`config.mk`:
```
export PLATFORM = sky130hd
export DESIGN_NAME = fft8_output_buffer
export DESIGN_NICKNAME = d
export VERILOG_FILES = /design/src/rtl/fft_pkg.sv /design/src/rtl/fft_round_sat.sv /design/src/rtl/fft8_output_buffer.sv
export SDC_FILE = /design/constraint.sdc
export NUM_CORES = 2
export LEC_CHECK = 0
export CAP_MARGIN = 5
export CORE_AREA = 2 2 453 455
export CTS_CLUSTER_DIAMETER = 60
export CTS_CLUSTER_SIZE = 28
export DETAILED_ROUTE_END_ITERATION = 16
export DIE_AREA = 0 0 455 457
export PLACE_DENSITY_LB_ADDON = 0.2
export SLEW_MARGIN = 10
export SYNTH_ARGS = -nofsm -noshare
export SYNTH_HDL_FRONTEND = slang
export SYNTH_HIERARCHICAL = 1
export SYNTH_SLANG_ARGS = --single-unit
```
`constraint.sdc`:
```
create_clock -name clk -period 7.9 [get_ports clk]
set_input_delay 1.975 -clock clk [delete_from_list [all_inputs] [get_ports clk]]
set_output_delay 1.975 -clock clk [all_outputs]
set_load 0.03 [all_outputs]
```
`src/rtl/fft_pkg.sv`:
```
// Shared constants for the 8-point FFT output stage.
// Also hosts the alpha-max-beta-min helper used when FFT8_OUT_MAG_EN is set.
package fft_pkg;

  localparam int FFT_N    = 8;
  localparam int IN_W     = 67;
  localparam int IN_FRAC  = 42;
  localparam int OUT_W    = 32;
  localparam int OUT_FRAC = 14;
  localparam int IDX_W    = 3;
  localparam int SHIFT    = IN_FRAC - OUT_FRAC;
  localparam int MAG_W    = OUT_W + 1;

  // max(|re|,|im|) + min(|re|,|im|)/2; |0x80000000| reads as 2^31
  function automatic logic [MAG_W-1:0] amax_bmin(
    input logic [OUT_W-1:0] re,
    input logic [OUT_W-1:0] im
  );
    logic [OUT_W-1:0] ar;
    logic [OUT_W-1:0] ai;
    logic [OUT_W-1:0] mx;
    logic [OUT_W-1:0] mn;
    ar = re[OUT_W-1] ? (~re + 1'b1) : re;
    ai = im[OUT_W-1] ? (~im + 1'b1) : im;
    mx = (ar > ai) ? ar : ai;
    mn = (ar > ai) ? ai : ar;
    return {1'b0, mx} + {2'b00, mn[OUT_W-1:1]};
  endfunction

endpackage

```
`src/rtl/fft_round_sat.sv`:
```
// Round-half-up by SHIFT bits, then clamp to a signed OUT_W word.
// Pure combinational; one instance per real/imag value.
module fft_round_sat
  import fft_pkg::*;
(
  input  logic [IN_W-1:0]  x_i,
  output logic [OUT_W-1:0] y_o,
  output logic             sat_o
);

  localparam int RW = IN_W - SHIFT + 1;

  logic [RW-1:0] r;
  logic          pos_ovf;
  logic          neg_ovf;
  logic          unused_lo;

  // adding 2^(SHIFT-1) then truncating == upper bits + bit (SHIFT-1)
  assign r = {x_i[IN_W-1], x_i[IN_W-1:SHIFT]}
           + RW'(x_i[SHIFT-1]);

  assign unused_lo = ^x_i[SHIFT-2:0];

  assign pos_ovf = !r[RW-1] && (|r[RW-2:OUT_W-1]);
  assign neg_ovf = r[RW-1] && !(&r[RW-2:OUT_W-1]);

  // clamp to the nearest representable extreme
  always_comb begin
    y_o = r[OUT_W-1:0];
    if (pos_ovf) y_o = {1'b0, {(OUT_W-1){1'b1}}};
    if (neg_ovf) y_o = {1'b1, {(OUT_W-1){1'b0}}};
  end

  assign sat_o = pos_ovf | neg_ovf;

endmodule

```
`src/rtl/fft8_output_buffer.sv`:
```
// FFT8 output stage: round/saturate a frame, ping-pong buffer, stream bins.
// Optional FFT8_OUT_MAG_EN adds a stored per-bin magnitude estimate.
module fft8_output_buffer
  import fft_pkg::*;
(
  input  logic                  clk,
  input  logic                  rst_n,
  input  logic                  in_valid,
  output logic                  in_ready,
  input  logic [FFT_N*IN_W-1:0] in_real,
  input  logic [FFT_N*IN_W-1:0] in_imag,
  output logic                  out_valid,
  input  logic                  out_ready,
`ifdef FFT8_OUT_MAG_EN
  output logic [MAG_W-1:0]      out_mag,
`endif
  output logic [OUT_W-1:0]      out_real,
  output logic [OUT_W-1:0]      out_imag,
  output logic [IDX_W-1:0]      out_index,
  output logic                  out_last,
  output logic                  out_sat
);

  logic [OUT_W-1:0] rr [FFT_N];
  logic [OUT_W-1:0] ri [FFT_N];
  logic             sr [FFT_N];
  logic             si [FFT_N];

  logic [OUT_W-1:0] re_q [2][FFT_N];
  logic [OUT_W-1:0] im_q [2][FFT_N];
  logic             sr_q [2][FFT_N];
  logic             si_q [2][FFT_N];
`ifdef FFT8_OUT_MAG_EN
  logic [MAG_W-1:0] mg   [FFT_N];
  logic [MAG_W-1:0] mg_q [2][FFT_N];
`endif

  logic [1:0]       full_q, full_d;
  logic             wr_bank_q, wr_bank_d;
  logic             rd_bank_q, rd_bank_d;
  logic [IDX_W-1:0] rd_idx_q, rd_idx_d;

  logic wr_en;
  logic rd_en;
  logic rd_last;

  for (genvar k = 0; k < FFT_N; k++) begin : g_rs
    fft_round_sat u_re (
      .x_i   (in_real[k*IN_W +: IN_W]),
      .y_o   (rr[k]),
      .sat_o (sr[k])
    );
    fft_round_sat u_im (
      .x_i   (in_imag[k*IN_W +: IN_W]),
      .y_o   (ri[k]),
      .sat_o (si[k])
    );
`ifdef FFT8_OUT_MAG_EN
    assign mg[k] = amax_bmin(rr[k], ri[k]);
`endif
  end

  assign in_ready  = !full_q[wr_bank_q];
  assign out_valid = full_q[rd_bank_q];
  assign wr_en     = in_valid && in_ready;
  assign rd_en     = out_valid && out_ready;
  assign rd_last   = rd_idx_q == IDX_W'(FFT_N-1);

  assign out_real  = re_q[rd_bank_q][rd_idx_q];
  assign out_imag  = im_q[rd_bank_q][rd_idx_q];
  assign out_sat   = sr_q[rd_bank_q][rd_idx_q]
                   | si_q[rd_bank_q][rd_idx_q];
  assign out_index = rd_idx_q;
  assign out_last  = out_valid && rd_last;
`ifdef FFT8_OUT_MAG_EN
  assign out_mag   = mg_q[rd_bank_q][rd_idx_q];
`endif

  // bank bookkeeping: free a drained read bank, claim the write bank
  always_comb begin
    full_d    = full_q;
    wr_bank_d = wr_bank_q;
    rd_bank_d = rd_bank_q;
    rd_idx_d  = rd_idx_q;
    if (rd_en) begin
      rd_idx_d = rd_idx_q + 1'b1;
      if (rd_last) begin
        full_d[rd_bank_q] = 1'b0;
        rd_bank_d         = ~rd_bank_q;
      end
    end
    if (wr_en) begin
      full_d[wr_bank_q] = 1'b1;
      wr_bank_d         = ~wr_bank_q;
    end
  end

  // control state registers
  always_ff @(posedge clk or negedge rst_n) begin
    if (!rst_n) begin
      full_q    <= '0;
      wr_bank_q <= 1'b0;
      rd_bank_q <= 1'b0;
      rd_idx_q  <= '0;
    end else begin
      full_q    <= full_d;
      wr_bank_q <= wr_bank_d;
      rd_bank_q <= rd_bank_d;
      rd_idx_q  <= rd_idx_d;
    end
  end

  // frame storage: whole frame lands in the write bank in one cycle
  always_ff @(posedge clk or negedge rst_n) begin
    if (!rst_n) begin
      for (int b = 0; b < 2; b++) begin
        for (int k = 0; k < FFT_N; k++) begin
          re_q[b][k] <= '0;
          im_q[b][k] <= '0;
          sr_q[b][k] <= 1'b0;
          si_q[b][k] <= 1'b0;
`ifdef FFT8_OUT_MAG_EN
          mg_q[b][k] <= '0;
`endif
        end
      end
    end else if (wr_en) begin
      for (int k = 0; k < FFT_N; k++) begin
        re_q[wr_bank_q][k] <= rr[k];
        im_q[wr_bank_q][k] <= ri[k];
        sr_q[wr_bank_q][k] <= sr[k];
        si_q[wr_bank_q][k] <= si[k];
`ifdef FFT8_OUT_MAG_EN
        mg_q[wr_bank_q][k] <= mg[k];
`endif
      end
    end
  end

endmodule

```
==> results.md <==
- Req. time, crit path: 5.93 ns
- Share of the synthesized area in the top cell type: 0.3935
- Slew margin rel.: 0.2080
- Worst slew pin tran: 1.188 ns
- Final period util: 0.7957
- Internal reg-to-reg setup slack: 5.15 ns
- Clk pin slew, worst setup/hold paths: 0.06 ns
- Layout Area Growth over Synthesis: 19.57%
- Pre-Repair DR Iteration Count: 6
- Max-slew violations: 0
- Hold crit path type: reg2reg
- CP Launch Point: rd_bank_q
- CTS tree: yes
- Area contributors post-synth: dfrtp_1 (39%), mux4_2 (10%), nand2_1 (10%)
- Worst flop-to-flop path startpoint: wr_bank_q
- Net Count, Synth: 7872
- Yosys reg bits: 1063
- Drt total wl: 241000 um
- M2 GR Usage: 0.3770
- Chip Height: 457 um
- Outcome: finished clean
- Finish-stage setup viols: 0
- Synth warnings: 6
- CTS H-Tree Depth: 3
- Die X: 455 um
- Synth area leader: dfrtp_1
- Routed Antenna Nets: 0
- Resize count post-CTS: 0
- Clk buf depth: 3
- Setup TNS: 0 ns
- Global routing's busiest layer: met2
- Filler cell count: 19660
- Root Buffer: clkbuf_16
- Worst reg2reg path depth: 5
- TritonCTS Buffers: 106
- GR Util met1: 0.2971
- CTS Hold Bufs: 0
- Die Footprint: 207900 um2
- Initial DRC count: 4220
- RSZ-0062 raised after global routing: false
- Io pins: 1147
- Critical Path Sink: out_real[6]
- Leakage power: 32.83 nW
- Pwr Total: 0.02853 W
- Critical path class: reg2out
- Initial core utilization: 0.3325
- Power Density: 353.0 nW/um2
- Max-cap viol count: 0
- Mapped Cells: 6762
- Avg Inst Size Synth: 9.997 um2
- End of the worst register-to-register path: re_q[401]
- Share of cells above drive strength 1: 0.2310
- Routability cong.: 0.9427
- Vias in the first global route: 53720
- Fin Hold WS: 0.4686 ns
- CP arrival: 4.31 ns
- Wire length per cell: 23.90 um
- Crit start category: flop
- Netlist cell types: 65
- Initial antenna violation count: 30
- GRT Resource Usage Total: 0.2271
- Met3 usage: 0.03824
- DRC viols: 0
- Hpwl dp: 182100 um
- Setup repair bufs after CTS: 0
- Post-synth top cells: nand2_1 (1815), dfrtp_1 (1063), mux2_2 (533)
- Mapped Area: 67600 um2
- Tmin final: 6.286 ns
- IO buf count: 714
- Worst vdd ir: 0.0003466 V
- CP endpoint kind: output pin
- GR Overflow Total: 0
- Row count: 166
- Seq/Total Area, Yosys: 0.3935
- Largest net degree at the start of global routing: 184
- Final nets: 8399
- Most common cell in the netlist: nand2_1
- Global-route wire length before repair: 355800 um
- Fraction of registers with async set/reset: 1.000
- Synth Flop Type: dfrtp_1
- Hold Fails Final Rpt: 0
- Core area: 203300 um2
- Vias/cell: 5.318
- Fmax: 0.1591 GHz
- Clock skew after layout: 0.03077 ns
- DR vias: 53640
- Worst skew pair latency: 0.75 ns
- Clk sink count: 1063
- Crit path max fanout: 35
- EDFF count, synth: 0
- Fin util: 0.3975
[cells by family (layout without fill, tap and decap cells)]
family | count (synthesis) | after routing | synth area share
AO/OA/AOI/OAI | 483 | 483 | 0.06561
XOR/XNOR | 528 | 528 | 0.06841
flip-flops | 1063 | 1063 | 0.3935
adder cells (fa/ha/maj) | 34 | 34 | 0.006293
other | 0 | 18 | 0
buffers and inverters | 495 | 1114 | 0.03926
AND/OR/NAND/NOR | 3303 | 3303 | 0.2306
multiplexers | 856 | 856 | 0.1964
[report_power, final]
group	internal, W	leakage (nW)	switching, W
combinational	0.00598	18.1	0.00727
sequential	0.00812	12.8	0.00153
clock	0.00306	1.89	0.00257
[how the worst min path moves through the flow]
stage | startpoint | end | slack [ns] | depth (start not counted)
after detailed placement | re_q[327] | re_q[327] | 0.46 | 2
final | im_q[270] | im_q[270] | 0.47 | 2
after global placement | re_q[281] | re_q[281] | 0.45 | 2
after CTS | im_q[270] | im_q[270] | 0.47 | 2
after floorplan | re_q[268] | re_q[268] | 0.44 | 2
after global routing | im_q[401] | im_q[401] | 0.48 | 2
[cell type report]
type | count | area [um2] | area share
inverters | 111 | 416.7 | 0.005154
clock buffers | 119 | 2771 | 0.03429
clock inverters | 81 | 1115 | 0.01379
well taps | 2688 | 3363 | 0.04161
flip-flops and latches | 1063 | 26620 | 0.3293
repair buffers | 803 | 8070 | 0.09984
diodes | 18 | 45.04 | 0.0005572
multi-input cells | 5204 | 38440 | 0.4755
[metal layers]
layer | up-vias | part of all wire
li1 | 24950 | -
met5 | - | 0.00035
met4 | 14 | 0.039
met3 | 290 | 0.056
met2 | 1429 | 0.48
met1 | 26960 | 0.42
[layout by cell type (no fill, tap or decap), drive strengths merged, types with 145 or more instances in the layout]
cell	netlist	layout
nor2	362	362
mux4	320	320
dfrtp	1063	1063
o21ai	360	360
nand2	1815	1815
xor2	300	300
xnor2	228	228
mux2	533	533
nor3	395	395
inv	111	145
nand3	197	197
clkdlybuf4s50	0	713
[registers in the layout, indices dropped and copies added, names as in the netlist]
register,flops
full_q,2
out_index,3
im_q,512
wr_bank_q,1
sr_q,16
rd_bank_q,1
si_q,16
re_q,512
[through the flow]
stage | cells | setup WS (ns) | area [um2]
finish | 10090 | 1.614 | 80830
global route | 10080 | 1.418 | 80810
CTS | 10070 | 1.369 | 80790
detailed placement | 9869 | 1.649 | 76900
global placement | 9869 | 1.691 | 76900
floorplan | 6762 | 3.348 | 67600
[critical path: stages (launching register included)]
cell and delay [ns]:
dfrtp_4 0.91, buf_4 0.71, mux4_2 0.69, mux4_2 0.51
clkdlybuf4s50_1 0.70
Power figures use the tool's default switching activity.
